## config.mk

```make
export PLATFORM = sky130hd
export DESIGN_NAME = ghost_sprite_renderer
export DESIGN_NICKNAME = d
export VERILOG_FILES = /design/src/rtl/ghost_render_pkg.sv /design/src/rtl/ghost_sprite_renderer.sv
export SDC_FILE = /design/constraint.sdc
export NUM_CORES = 1
export LEC_CHECK = 0
export CAP_MARGIN = 20
export CELL_PAD_IN_SITES_DETAIL_PLACEMENT = 0
export CELL_PAD_IN_SITES_GLOBAL_PLACEMENT = 1
export CORE_UTILIZATION = 43
export CTS_BUF_LIST = sky130_fd_sc_hd__clkbuf_8
export DETAILED_ROUTE_END_ITERATION = 7
export HOLD_SLACK_MARGIN = 0.02
export PLACE_DENSITY_LB_ADDON = 0.25
export SLEW_MARGIN = 20
export SYNTH_ARGS = -nofsm -noshare
export SYNTH_HDL_FRONTEND = slang
export SYNTH_SLANG_ARGS = --single-unit
```

## constraint.sdc

```tcl
create_clock -name Clk -period 10.25 [get_ports Clk]
set_input_delay 3.075 -clock Clk [delete_from_list [all_inputs] [get_ports Clk]]
set_output_delay 3.075 -clock Clk [all_outputs]
set_load 0.01 [all_outputs]
```

## src/rtl/ghost_render_pkg.sv

```systemverilog
// ghost_render_pkg: shared constants, enums and selection helpers for ghost sprite rendering
//   SPR_FRIGHT/SPR_EYES : base sprite_sel codes for frightened and eyes-only frames
//   pal_e               : palette select driven to the colour mapper
//   fetch_state_e       : line-fetch FSM states
package ghost_render_pkg;
  localparam logic [3:0] SPR_FRIGHT = 4'd8;
  localparam logic [3:0] SPR_EYES = 4'd10;
  typedef enum logic [1:0] {PAL_BODY, PAL_BLUE, PAL_WHITE, PAL_EYES} pal_e;
  typedef enum logic [1:0] {ST_IDLE, ST_ADDR, ST_WAIT, ST_LOAD} fetch_state_e;
  // Eyes frames are ordered L,U,R,D to match ghostDir 1..4; no direction falls back to the first one.
  function automatic logic [3:0] sprite_sel(input logic dead, input logic [3:0] dir,
                                            input logic [3:0] fright, input logic [3:0] sprite);
    return dead ? SPR_EYES + ((dir == 4'd0) ? 4'd0 : dir - 4'd1)
         : (fright != 4'd0) ? SPR_FRIGHT + {3'd0, sprite[0]} : sprite;
  endfunction
  function automatic pal_e palette(input logic dead, input logic [3:0] fright);
    return dead ? PAL_EYES : (fright == 4'd1) ? PAL_BLUE : (fright == 4'd2) ? PAL_WHITE : PAL_BODY;
  endfunction
endpackage

```

## src/rtl/ghost_sprite_renderer.sv

```systemverilog
// ghost_sprite_renderer: per-ghost frame snapshot, hblank sprite-row prefetch and pixel output
//   Clk, Reset            : system clock, async active-high reset
//   DrawX, DrawY          : current VGA pixel coordinates
//   ghostPosX/Y, ghost_sprite, ghostDir, is_frightened, is_dead : live ghost controller state
//   rom_addr / rom_data   : external sprite ROM port, {sprite_sel, row} -> 24 px x 2 b
//   ghost_pixel, ghost_color, ghost_palette : per-pixel result for the colour mapper
module ghost_sprite_renderer
  import ghost_render_pkg::*;
#(
  parameter int ROM_LAT = 2,
  parameter int FETCH_X = 640,
  parameter int SNAP_Y = 480,
  parameter int V_TOTAL = 525,
  parameter int PLAY_X0 = 72,
  parameter int PLAY_X1 = 408
) (
  input  logic        Clk,
  input  logic        Reset,
  input  logic [9:0]  DrawX,
  input  logic [9:0]  DrawY,
  input  logic [9:0]  ghostPosX,
  input  logic [9:0]  ghostPosY,
  input  logic [3:0]  ghost_sprite,
  input  logic [3:0]  ghostDir,
  input  logic [3:0]  is_frightened,
  input  logic        is_dead,
  output logic [8:0]  rom_addr,
  input  logic [47:0] rom_data,
  output logic        ghost_pixel,
  output logic [1:0]  ghost_color,
  output logic [1:0]  ghost_palette
);
  fetch_state_e state, state_n;
  logic [9:0] prev_x, prev_y;
  logic [9:0] snap_x, snap_y;
  logic [3:0] snap_spr, snap_dir, snap_fr;
  logic snap_dead;
  logic [7:0] cnt;
  logic signed [10:0] row_c, row_q;
  logic [3:0] sel_q;
  pal_e pal_f, pal_q;
  logic [47:0] buf_q;
  logic valid;
  logic snap_hit, fetch_hit, row_ok;
  logic [9:0] next_y, col;
  logic [1:0] px;

  assign snap_hit = DrawY == 10'(SNAP_Y) && DrawX == 10'd0 && !(prev_y == 10'(SNAP_Y) && prev_x == 10'd0);
  assign fetch_hit = DrawX == 10'(FETCH_X) && prev_x != 10'(FETCH_X);
  assign next_y = (DrawY == 10'(V_TOTAL - 1)) ? 10'd0 : DrawY + 10'd1;
  assign row_c = $signed({1'b0, next_y}) - $signed({1'b0, snap_y}) - 11'sd6;
  assign row_ok = !row_q[10] && row_q < 11'sd24;

  always_ff @(posedge Clk or posedge Reset)
    if (Reset) state <= ST_IDLE;
    else state <= state_n;

  always_comb
    state_n = (state == ST_IDLE) ? (fetch_hit ? ST_ADDR : ST_IDLE)
            : (state == ST_ADDR) ? (!row_ok ? ST_IDLE : (ROM_LAT == 1) ? ST_LOAD : ST_WAIT)
            : (state == ST_WAIT) ? ((cnt == 8'(ROM_LAT - 2)) ? ST_LOAD : ST_WAIT)
            : ST_IDLE;

  // Row, sprite and palette are captured on the trigger edge, so a snapshot landing on the
  // same Clk only affects the following fetch.
  always_ff @(posedge Clk or posedge Reset)
    if (Reset) begin
      prev_x <= '0;
      prev_y <= '0;
      snap_x <= '0;
      snap_y <= '0;
      snap_spr <= '0;
      snap_dir <= '0;
      snap_fr <= '0;
      snap_dead <= 1'b0;
      cnt <= '0;
      row_q <= '0;
      sel_q <= '0;
      pal_f <= PAL_BODY;
      pal_q <= PAL_BODY;
      buf_q <= '0;
      valid <= 1'b0;
      rom_addr <= '0;
    end else begin
      prev_x <= DrawX;
      prev_y <= DrawY;
      if (snap_hit) begin
        snap_x <= ghostPosX;
        snap_y <= ghostPosY;
        snap_spr <= ghost_sprite;
        snap_dir <= ghostDir;
        snap_fr <= is_frightened;
        snap_dead <= is_dead;
      end
      if (state == ST_IDLE && fetch_hit) begin
        row_q <= row_c;
        sel_q <= sprite_sel(snap_dead, snap_dir, snap_fr, snap_spr);
        pal_f <= palette(snap_dead, snap_fr);
      end
      if (state == ST_ADDR) begin
        if (row_ok) rom_addr <= {sel_q, row_q[4:0]};
        else valid <= 1'b0;
      end
      cnt <= (state == ST_WAIT) ? cnt + 8'd1 : 8'd0;
      if (state == ST_LOAD) begin
        buf_q <= rom_data;
        valid <= 1'b1;
        pal_q <= pal_f;
      end
    end

  // Unsigned subtraction: DrawX left of the ghost wraps to a large col and is rejected by col<24.
  assign col = DrawX - snap_x;
  assign px = buf_q[{col[4:0], 1'b0} +: 2];
  assign ghost_pixel = valid && col < 10'd24 && DrawX >= 10'(PLAY_X0) && DrawX < 10'(PLAY_X1) && px != 2'd0;
  assign ghost_color = ghost_pixel ? px : 2'd0;
  assign ghost_palette = pal_q;
endmodule

```

== After elaboration in Yosys (flattened, before gate mapping) ==
Cells that the tools add are included.
Storage, ports and cells
  register bits after elaboration: 140
  bits of input ports: 103
  output and inout bits: 14
  logic and storage cells: 81
Operators by class
  $add $sub $neg: 8
  order comparisons: 4
  equal/unequal tests: 11
  shift operators: 1
  mux-type cells: 18
  reductions and logical operators: 22
Operator list (number)
  48-bit by 7-bit variable part select with 2-bit output: 1
  10-bit == test, second input constant: 2
  10-bit by 9-bit == test with 1-bit output, second input constant: 2
  10-bit zero test: 2
  2-bit 2-to-1 mux: 8
  4-bit 2-to-1 mux: 3
  11-bit by 6-bit < comparator with 1-bit output, second input constant: 1
  10-bit by 10-bit subtractor with 11-bit output: 1
  11-bit by 4-bit subtractor with 11-bit output, second input constant: 1
  10-bit by 1-bit adder with 10-bit output, second input constant: 1
  10-bit by 7-bit >= comparator with 1-bit output, second input constant: 1
  1-bit logical AND: 10
  10-bit by 5-bit < comparator with 1-bit output, second input constant: 1
  10-bit by 9-bit < comparator with 1-bit output, second input constant: 1
  10-bit 2-to-1 mux: 1
  10-bit != test, second input constant: 1
  10-bit subtractor: 1
  8-bit by 1-bit adder with 8-bit output, second input constant: 1
  8-bit zero test: 1
  8-bit 2-to-1 mux: 1
  1-bit 2-to-1 mux: 5
  4-bit by 1-bit adder with 4-bit output, first input constant: 1
  4-bit adder, first input constant: 1
  2-bit == test, second input constant: 2
  other kinds (11): 14

== Longest topological paths before layout ==
Gate-level depths: netlist of the first run.
  word-level depth: 7
  mapped depth: 15
  gate-level depth less buffers: 15

== Worst setup path after synthesis of the first run ==
Ideal clock, no wire load.
  path kind: input-to-output
  start: input DrawX[0]
  end: output ghost_pixel
  arrival: 4.988 ns
  required time: 7.175 ns
  setup slack: 2.187 ns
  stages on the path: 9
  buffers on the path: 1
  cell sequence: inv_1 > ha_1 > fa_1 > buf_2 > mux4_2 > mux2i_1 > mux2i_1 > a21oi_1 > a2111oi_2
Between the ends
  word-level cells in the longest chain between the ends: 6
  elaborated cells on any way between the ends: 10
  those cells by class: add/sub: 1; order compare: 3; shift: 1; reduce/logical: 5
RTL lines
  start, declared: line ghost_sprite_renderer.sv:19  | input logic [9:0] DrawX,
  10-bit subtractor: line ghost_sprite_renderer.sv:113  | assign col = DrawX - snap_x;
  10-bit by 5-bit < comparator with 1-bit output: line ghost_sprite_renderer.sv:115  | assign ghost_pixel = valid && col < 10'd24 && DrawX >= 10'(PLAY_X0) && DrawX < 10'(PLAY_X1) && px != 2'd0;
  1-bit logical AND (3 in series): line ghost_sprite_renderer.sv:115
  1-bit logical AND *: line ghost_sprite_renderer.sv:115
  end, declared: line ghost_sprite_renderer.sv:29  | output logic ghost_pixel,
Every way passes the cells marked *; elsewhere a longest branch is shown, timed or not.

== Final worst setup path of the first run ==
Ends and elaborated chain as after synthesis.

==> impl_metrics.csv, run 1 <==
group,metric,value,unit
drt,first_pass_iters,4,
timing,period_minus_slack,9.588,ns
timing,setup_viol,0,
yosys,synthCells,562,
critical_path,arrival,6.51,ns
power_and_ir_drop,p_int,1.105,mW
placement,placed_cell_area,8398,um^2
final_layout,final_cell_area,8797,um^2
clock_network,clk_path_buf_depth,2,
power_and_ir_drop,switching_share,28.19,%
die,start_util,44.07,%
global_routing,first_global_vias,4908,
yosys,yosysWarnings,0,
timing,rsz0062_at_grt,"no",
yosys,synth_top_cell_area_share,50.04,%
final_layout,drive_above_1_share,20.74,%
power_and_ir_drop,combPwrFrac,23.3,%
power_and_ir_drop,p_switching,0.4338,mW
power_and_ir_drop,power.total,1.539,mW
final_layout,syn_to_final_growth,25.67,%
placement,gp_congestion,0.7853,
global_routing,antenna_found_initial,0,
global_routing,grt_start_max_net_pins,75,
critical_path,crit_path_end_kind,"primary output",
die,fp.dieW,129.6,um
drt,viasPerCell,5.156,
yosys,async_flop_share,100.0,%
drt,drt-total-wl,14950,um
global_routing,gr-total-overflow,0,
final_layout,final_util,55.38,%
yosys,ys_seq_elements,140,
yosys,avgSynthCellArea,12.46,um^2
global_routing,grt_usage,19.28,%
timing,max_freq,104.3,MHz
timing,maxSlewViolCount,0,
clock_network,clk_pin_slew,0.08,ns
critical_path,r2r_cells,10,
die,die_y,129.6,um
drt,via_count,4718,
yosys,synth_top_area_cell,"dfrtp_1",
global_routing,grt_pass1_wl,24500,um
clock_network,cts-buffers-inserted,17,
die,core,15890,um^2
drt,ant_nets,0,
clock_network,post-cts-setup-buffer-count,0,
clock_network,cts_max_level,4,
final_layout,seqCellArea,3503,um^2
run,maxCapViolCount,0,
final_layout,multi_input_area,3273,um^2
yosys,ys_top_cells_by_count,"140 x dfrtp_1, 82 x mux2_2, 40 x nand2_1",
yosys,synth_area,7000,um^2
yosys,syn-num-nets,700,
placement,hpwl,11080,um
clock_network,cts_hold_buf,0,
die,dieArea,16790,um^2
critical_path,crit_type,"in -> out",
die,pin_count,117,
drt,wl_per_cell,16.33,um
yosys,ys_seq_area_share,50.04,%
critical_path,crit_fanout,12,
yosys,synth_area_leaders,"dfrtp_1 50%, mux2_2 13%, ha_1 5.9%",
timing,worstMarginPinSlew,0.8235,ns
drt,route.detailed.drc,0,
timing,fin_worst_skew,0.01140,ns
critical_path,startpoint_type,"input pin",
yosys,synth_edf_count,0,
final_layout,nets,824,
clock_network,tritoncts,"done",
die,num_rows,46,
worst_hold_path,worstHoldPathCells,1,
power_and_ir_drop,leakagePower,3.912,nW
power_and_ir_drop,p_clk_share,29.1,%
yosys,synth_cell_types,65,
power_and_ir_drop,p_per_area,174.9,nW/um^2
yosys,synth.most_common_cell,"dfrtp_1",
timing,max_slew_margin,45.10,%
clock_network,cts-root-buf,"clkbuf_8",
clock_network,worst_skew_pair.late_latency,0.45,ns
power_and_ir_drop,seq_power_share,47.6,%
yosys,synth_ff_type,"dfrtp_1",
final_layout,antenna_cells,0,
final_layout,fillers,1360,
status,status,"complete, no violations",
worst_hold_path,hp-class,"reg -> reg",
clock_network,cts_resized,0,
drt,drt_iter0_markers,135,
timing,finalCritPeriodShare,93.54,%
placement,numPortBuffers,116,
timing,finalHoldViolCount,0,
critical_path,crit_required,7.18,ns
clock_network,cts.sinks,140,
power_and_ir_drop,ir_worst_vdd,0.1011,mV
timing,fin_setup_tns,0,ns
[state kept, by name, indices dropped and copies added (netlist names), 2 cells and up, named ones only]
name,flops
buf_q,48
row_q,11
prev_x,10
prev_y,10
snap_x,10
snap_y,10
rom_addr,9
cnt,8
sel_q,4
snap_dir,4
snap_fr,4
snap_spr,4
ghost_palette,2
pal_f,2
[metrics by stage]
stage / hold WS [ns] / setup slack, ns / cells
4_1_cts: 0.4853 / 0.6493 / 915
5_1_grt: 0.4947 / 0.4498 / 915
6_report: 0.4827 / 0.6624 / 915
2_1_floorplan: 0.4460 / 2.187 / 562
3_3_place_gp: 0.4585 / 0.7345 / 882
3_5_place_dp: 0.4671 / 0.6699 / 883
[worst paths after layout]
check	startpoint	endpoint	slack, ns
worst max-delay path	DrawX[0]	ghost_pixel	0.66
worst min-delay path	sel_q[3]	sel_q[3]	0.48
worst max register to register	snap_y[1]	row_q[9]	7.51
worst min register to register	sel_q[3]	sel_q[3]	0.48
max in group asynchronous	Reset	snap_y[7]	5.83
min in group asynchronous	Reset	snap_x[7]	3.12
[cell usage in the layout, fill, tap and decap left out, types with 3 or more instances in the layout]
master / netlist / final
dfrtp_1: 140 / 140
clkdlybuf4s50_1: 0 / 116
mux2_2: 82 / 82
nand2_1: 40 / 39
inv_1: 38 / 38
ha_1: 33 / 33
nor2_1: 21 / 21
o21ai_0: 21 / 21
clkbuf_8: 0 / 17
xor2_1: 14 / 14
nor3_1: 13 / 13
xnor2_1: 12 / 12
mux2i_1: 11 / 11
a21oi_1: 11 / 11
mux4_2: 10 / 10
mux2_4: 9 / 9
nor4_1: 8 / 8
nand3_1: 7 / 7
nand2b_1: 5 / 5
nand4_1: 5 / 5
and3_1: 5 / 5
clkinv_4: 0 / 5
nor2b_1: 4 / 4
o211ai_1: 4 / 4
nand3b_1: 4 / 4
inv_6: 0 / 4
a21o_1: 3 / 3
mux2_1: 3 / 3
buf_4: 3 / 3
[power groups by stage]
stage          registers, mW  logic (mW)  clock network (mW)
2_1_floorplan          0.712       0.267                   0
3_3_place_gp           0.742       0.347                   0
3_5_place_dp           0.744       0.362                   0
4_1_cts                0.733       0.363               0.462
5_1_grt                0.746       0.394               0.484
6_report               0.733       0.358               0.448
[kinds of logic (layout without fill, tap and decap cells)]
logic type,count (synthesis),count (layout),share of synthesized area (%)
xor+xnor,27,27,3.485
simple gates,126,126,9.205
buf+inv,53,190,3.235
flops,140,140,50.04
mux,117,117,21.14
fa+ha+maj,35,35,6.470
compound gates,64,64,6.417
[worst max-delay path, cell delays in order]
cell	delay, ns
clkdlybuf4s50_1	0.52
inv_1	0.06
ha_1	0.22
fa_1	0.90
mux4_2	0.32
mux2i_1	0.07
mux2i_1	0.21
a21oi_1	0.13
a2111oi_2	0.40
clkdlybuf4s50_1	0.60
[cell type report]
cell class / instances / area share (%)
flip-flops and latches: 140 / 39.82
multi-input cells: 369 / 37.21
repair buffers: 120 / 13.68
well taps: 216 / 3.072
clock buffers: 17 / 2.660
clock inverters: 15 / 1.877
inverters: 38 / 1.678
[per-layer routing]
metal  vias to the layer above  track usage, %  wire [um]
li1                       2266               -          -
met4                         0           8.345        285
met3                        24           4.253        730
met2                       129           30.95       7096
met1                      2299           25.18       6833
met5                         -               0          0
No activity file was read; power rests on OpenSTA's default activity.
==> run 2, diff against run 1 <==
--- a/config.mk
+++ b/config.mk
@@ -13,6 +13,7 @@
 export DETAILED_ROUTE_END_ITERATION = 7
 export HOLD_SLACK_MARGIN = 0.02
 export PLACE_DENSITY_LB_ADDON = 0.25
+export REMOVE_ABC_BUFFERS = 1
 export SLEW_MARGIN = 20
 export SYNTH_ARGS = -nofsm -noshare
 export SYNTH_HDL_FRONTEND = slang
==> impl_metrics.csv, run 2 (synthesis gave the netlist of run 1 again) <==
group,metric,value,unit
timing,setup_slack,0.7871,ns
final_layout,final_util,55.40,%
clock_network,cts_resized,0,
power_and_ir_drop,p_per_area,176.5,nW/um^2
critical_path,crit_chain,"clkdlybuf4s50_1 -> inv_1 -> ha_1 -> fa_1 -> mux4_2 -> mux2i_1 -> mux2i_1 -> a21oi_1 -> a2111oi_2 -> clkdlybuf4s50_1",
critical_path,startpoint_type,"input pin",
clock_network,cts_hold_buf,0,
worst_hold_path,hold_path_end,"sel_q[3]",
timing,finalCritPeriodShare,92.32,%
drt,wl_per_cell,16.30,um
clock_network,worst_skew_pair.late_latency,0.45,ns
drt,via_count,4748,
die,core,15890,um^2
worst_hold_path,worstHoldPathCells,1,
final_layout,most-common-layout-cells,"140 x dfrtp_1, 116 x clkdlybuf4s50_1, 82 x mux2_2",
final_layout,final_common_cell,"dfrtp_1",
clock_network,post-cts-setup-buffer-count,0,
die,fp.dieW,129.6,um
timing,fin_setup_tns,0,ns
critical_path,cpPeakStageDelay,0.86,ns
clock_network,cts-root-buf,"clkbuf_8",
run,maxCapViolCount,0,
final_layout,top_regs,"buf_q x48, row_q x11",
final_layout,drive_above_1_share,20.63,%
critical_path,slowest_stage,"fa_1",
die,pin_count,117,
drt,drt-total-wl,14900,um
critical_path,r2r_cells,10,
critical_path,arrival,6.39,ns
global_routing,gr-total-overflow,0,
placement,placed_cell_area,8378,um^2
drt,ant_nets,0,
power_and_ir_drop,ir_worst_vdd,0.1060,mV
global_routing,first_global_vias,4930,
final_layout,final_cell_area,8800,um^2
final_layout,largest_reg_flops,48,
clock_network,cts.sinks,140,
drt,first_pass_iters,4,
critical_path,crit_path_end_kind,"primary output",
die,dieArea,16790,um^2
timing,setup_viol,0,
drt,route.detailed.drc,0,
critical_path,crit_type,"in -> out",
final_layout,stdcell_count,914,
power_and_ir_drop,power.total,1.553,mW
critical_path,reg2reg_slack,7.53,ns
clock_network,tritoncts,"done",
global_routing,grt_pass1_wl,24850,um
die,start_util,44.07,%
worst_hold_path,holdCritStartpoint,"sel_q[3]",
clock_network,clk_pin_slew,0.08,ns
drt,viasPerCell,5.195,
global_routing,grt_start_max_net_pins,88,
critical_path,crit_fanout,12,
timing,max_freq,105.7,MHz
final_layout,largest_register,"buf_q",
placement,post-place-ws,0.7833,ns
clock_network,cts-buffers-inserted,17,
die,num_rows,46,
placement,hpwl,11050,um
timing,max_slew_margin,43.48,%
power_and_ir_drop,leakagePower,3.926,nW
final_layout,fillers,1378,
timing,rsz0062_at_grt,"no",
die,die_y,129.6,um
clock_network,cts_max_level,4,
global_routing,antenna_found_initial,0,
critical_path,rr_endpoint,"row_q[9]",
worst_hold_path,hp-class,"reg -> reg",
global_routing,grt_usage,19.47,%
timing,worstMarginPinSlew,0.8458,ns
timing,maxSlewViolCount,0,
placement,numPortBuffers,116,
timing,finalHoldViolCount,0,
final_layout,syn_to_final_growth,25.70,%
clock_network,clk_path_buf_depth,2,
timing,fin_worst_skew,0.01419,ns
critical_path,timing.rr.start,"snap_y[1]",
status,status,"complete, no violations",
final_layout,nets,823,
final_layout,antenna_cells,0,
drt,drt_iter0_markers,211,
placement,gp_congestion,0.8204,
timing,hold_slack,0.4798,ns
timing,period_minus_slack,9.463,ns
placement,dpl.cell_count,882,
critical_path,crit_required,7.18,ns
[run 2: cell types whose count changed in the layout (fill, tap and decap cells not counted)]
cell / before / now
buf_12: 1 / 0
buf_4: 3 / 2
buf_6: 0 / 1
clkinv_2: 1 / 0
clkinv_4: 5 / 4
clkinvlp_4: 2 / 0
inv_6: 4 / 5
inv_8: 1 / 4
nand2_2: 1 / 0
nand2_4: 0 / 1
[run 2: final cells by class]
cell class / count / area, um^2 / area share (%)
timing repair buffer: 119 / 1187 / 13.49
sequential: 140 / 3503 / 39.81
multi-input combinational: 369 / 3278 / 37.25
clock inverter: 15 / 178.9 / 2.033
clock buffer: 17 / 234.0 / 2.659
inverter: 38 / 147.6 / 1.678
tap: 216 / 270.3 / 3.071
[run 2: metal layers]
metal / part of all wire [%] / wire length [um] / GRT usage, % / vias to the layer above
met2: 47 / 7020 / 30.32 / 113
met5: 0 / 0 / 0 / -
li1: - / - / - / 2261
met4: 2.0 / 304 / 8.071 / 0
met3: 4.4 / 655 / 4.046 / 19
met1: 46 / 6914 / 26.52 / 2355
[run 2: power by group]
group          switching [mW]  internal, mW  leakage, nW  total (mW)
Clock                   0.237         0.226        0.215       0.463
Sequential             0.0703         0.666         1.79       0.736
Combinational           0.137         0.217         1.92       0.354
[run 2: critical path, delay by kind of cell]
| family | cells | cell delay (ns) |
|---|---|---|
| buffers and inverters | 3 | 1.20 |
| adder cells (fa/ha/maj) | 2 | 1.08 |
| multiplexers | 3 | 0.53 |
| AO/OA/AOI/OAI | 2 | 0.49 |
[run 2: worst max path at each step]
stage	from	end	slack, ns	cells after the start
after CTS	DrawX[0]	ghost_pixel	0.77	10
after floorplan	DrawX[0]	ghost_pixel	2.13	8
after detailed placement	DrawX[0]	ghost_pixel	0.78	10
after global routing	DrawX[0]	ghost_pixel	0.59	10
final	DrawX[0]	ghost_pixel	0.79	10
after global placement	DrawX[0]	ghost_pixel	0.79	10
==> run 3, diff against run 2 <==
--- a/config.mk
+++ b/config.mk
@@ -14,7 +14,7 @@
 export HOLD_SLACK_MARGIN = 0.02
 export PLACE_DENSITY_LB_ADDON = 0.25
 export REMOVE_ABC_BUFFERS = 1
-export SLEW_MARGIN = 20
+export SLEW_MARGIN = 30
 export SYNTH_ARGS = -nofsm -noshare
 export SYNTH_HDL_FRONTEND = slang
 export SYNTH_SLANG_ARGS = --single-unit
==> impl_metrics.csv, run 3 (synthesis gave the netlist of run 1 again) <==
group,metric,value,unit
status,status,"complete, no violations",
final_layout,top_regs,"buf_q x48, row_q x11",
final_layout,final_common_cell,"dfrtp_1",
drt,viasPerCell,5.144,
die,core,15890,um^2
die,dieArea,16790,um^2
die,fp.dieW,129.6,um
drt,drt-total-wl,14930,um
run,maxCapViolCount,0,
power_and_ir_drop,ir_worst_vdd,0.09971,mV
global_routing,grt_usage,19.52,%
final_layout,largest_reg_flops,48,
timing,fin_worst_skew,0.009360,ns
final_layout,nets,823,
drt,wl_per_cell,16.33,um
global_routing,grt_use_met1,27.44,%
timing,finalCritPeriodShare,92.65,%
final_layout,final_util,55.67,%
die,die_y,129.6,um
global_routing,grt_pass1_wl,25010,um
global_routing,gr-total-overflow,0,
power_and_ir_drop,p_per_area,180.4,nW/um^2
clock_network,worst_skew_pair.late_latency,0.45,ns
placement,hpwl,11070,um
global_routing,grt.met2_usage,29.95,%
placement,placed_cell_area,8387,um^2
critical_path,crit_chain,"clkdlybuf4s50_1 -> inv_1 -> ha_1 -> fa_1 -> mux4_2 -> mux2i_1 -> mux2i_1 -> a21oi_1 -> a2111oi_2 -> clkdlybuf4s50_1",
critical_path,startpoint_type,"input pin",
clock_network,cts_resized,0,
timing,fin_setup_tns,0,ns
final_layout,syn_to_final_growth,26.33,%
timing,worstMarginPinSlew,0.8296,ns
global_routing,grt_start_max_net_pins,88,
clock_network,cts-buffers-inserted,17,
drt,route.detailed.drc,0,
drt,via_count,4702,
critical_path,arrival,6.42,ns
clock_network,cts-root-buf,"clkbuf_8",
die,pin_count,117,
drt,ant_nets,0,
timing,maxSlewViolCount,0,
placement,gp_congestion,0.8204,
final_layout,largest_register,"buf_q",
clock_network,cts_hold_buf,0,
placement,numPortBuffers,116,
timing,period_minus_slack,9.497,ns
timing,max_freq,105.3,MHz
drt,drt_iter0_markers,315,
critical_path,cpPeakStageDelay,0.87,ns
worst_hold_path,hp-class,"reg -> reg",
die,num_rows,46,
critical_path,crit_type,"in -> out",
clock_network,cts.sinks,140,
clock_network,tritoncts,"done",
critical_path,crit_fanout,12,
clock_network,post-cts-setup-buffer-count,0,
timing,rsz0062_at_grt,"no",
clock_network,clk_path_buf_depth,2,
global_routing,antenna_found_initial,0,
final_layout,antenna_cells,0,
global_routing,first_global_vias,4846,
clock_network,cts_max_level,4,
power_and_ir_drop,leakagePower,3.937,nW
critical_path,slowest_stage,"fa_1",
final_layout,final_cell_area,8843,um^2
timing,finalHoldViolCount,0,
critical_path,crit_path_end_kind,"primary output",
global_routing,grt_use_met3,4.046,%
drt,first_pass_iters,4,
global_routing,grt.busiest_layer,"met2",
critical_path,crit_required,7.18,ns
clock_network,clk_pin_slew,0.08,ns
die,start_util,44.07,%
final_layout,most-common-layout-cells,"140 x dfrtp_1, 116 x clkdlybuf4s50_1, 82 x mux2_2",
timing,setup_viol,0,
final_layout,drive_above_1_share,20.77,%
timing,max_slew_margin,44.56,%
[run 3: stage by stage]
step                instances  power (mW)  setup slack (ns)  hold slack, ns
finish                    914       1.595            0.7530          0.4831
floorplan                 547      0.9771             2.127          0.4460
CTS                       914       1.613            0.7562          0.4867
global route              914       1.685            0.5746          0.5050
detailed placement        882       1.102            0.7784          0.4710
global placement          882       1.087            0.7903          0.4635
[run 3: worst max-delay path: cells and delay by family]
family | cells | cell delay [ns]
AOI/OAI and AO/OA | 2 | 0.50
adders and majority gates | 2 | 1.10
buffers and inverters | 3 | 1.19
muxes | 3 | 0.56
[run 3: cell type report]
| cell class | count | area (um^2) |
|---|---|---|
| fillers | 1379 | 7042 |
| flip-flops and latches | 140 | 3503 |
| multi-input cells | 369 | 3278 |
| repair buffers | 119 | 1187 |
| well taps | 216 | 270.3 |
| clock buffers | 18 | 247.7 |
| clock inverters | 14 | 209.0 |
| inverters | 38 | 147.6 |
[run 3: report_power, final]
part | leakage (nW) | internal [mW] | switching, mW
clock network | 0.226 | 0.277 | 0.230
registers | 1.79 | 0.665 | 0.0679
logic | 1.92 | 0.217 | 0.138
[run 3: worst paths after layout]
path                            slack, ns     endpoint  cells after the start      start
worst min-delay path                 0.48     sel_q[2]                      2   sel_q[2]
max in group asynchronous            6.11    buf_q[42]                      3      Reset
min in group asynchronous            3.04   snap_fr[3]                      2      Reset
worst max-delay path                 0.75  ghost_pixel                     10   DrawX[0]
worst min register to register       0.48     sel_q[2]                      2   sel_q[2]
worst max register to register       7.55     row_q[9]                     10  snap_y[1]
[run 3: layer usage]
metal	up-vias	part of all wire, %
met3	20	3.9
met1	2327	48
met5	-	0
met2	98	47
li1	2257	-
met4	0	1.6
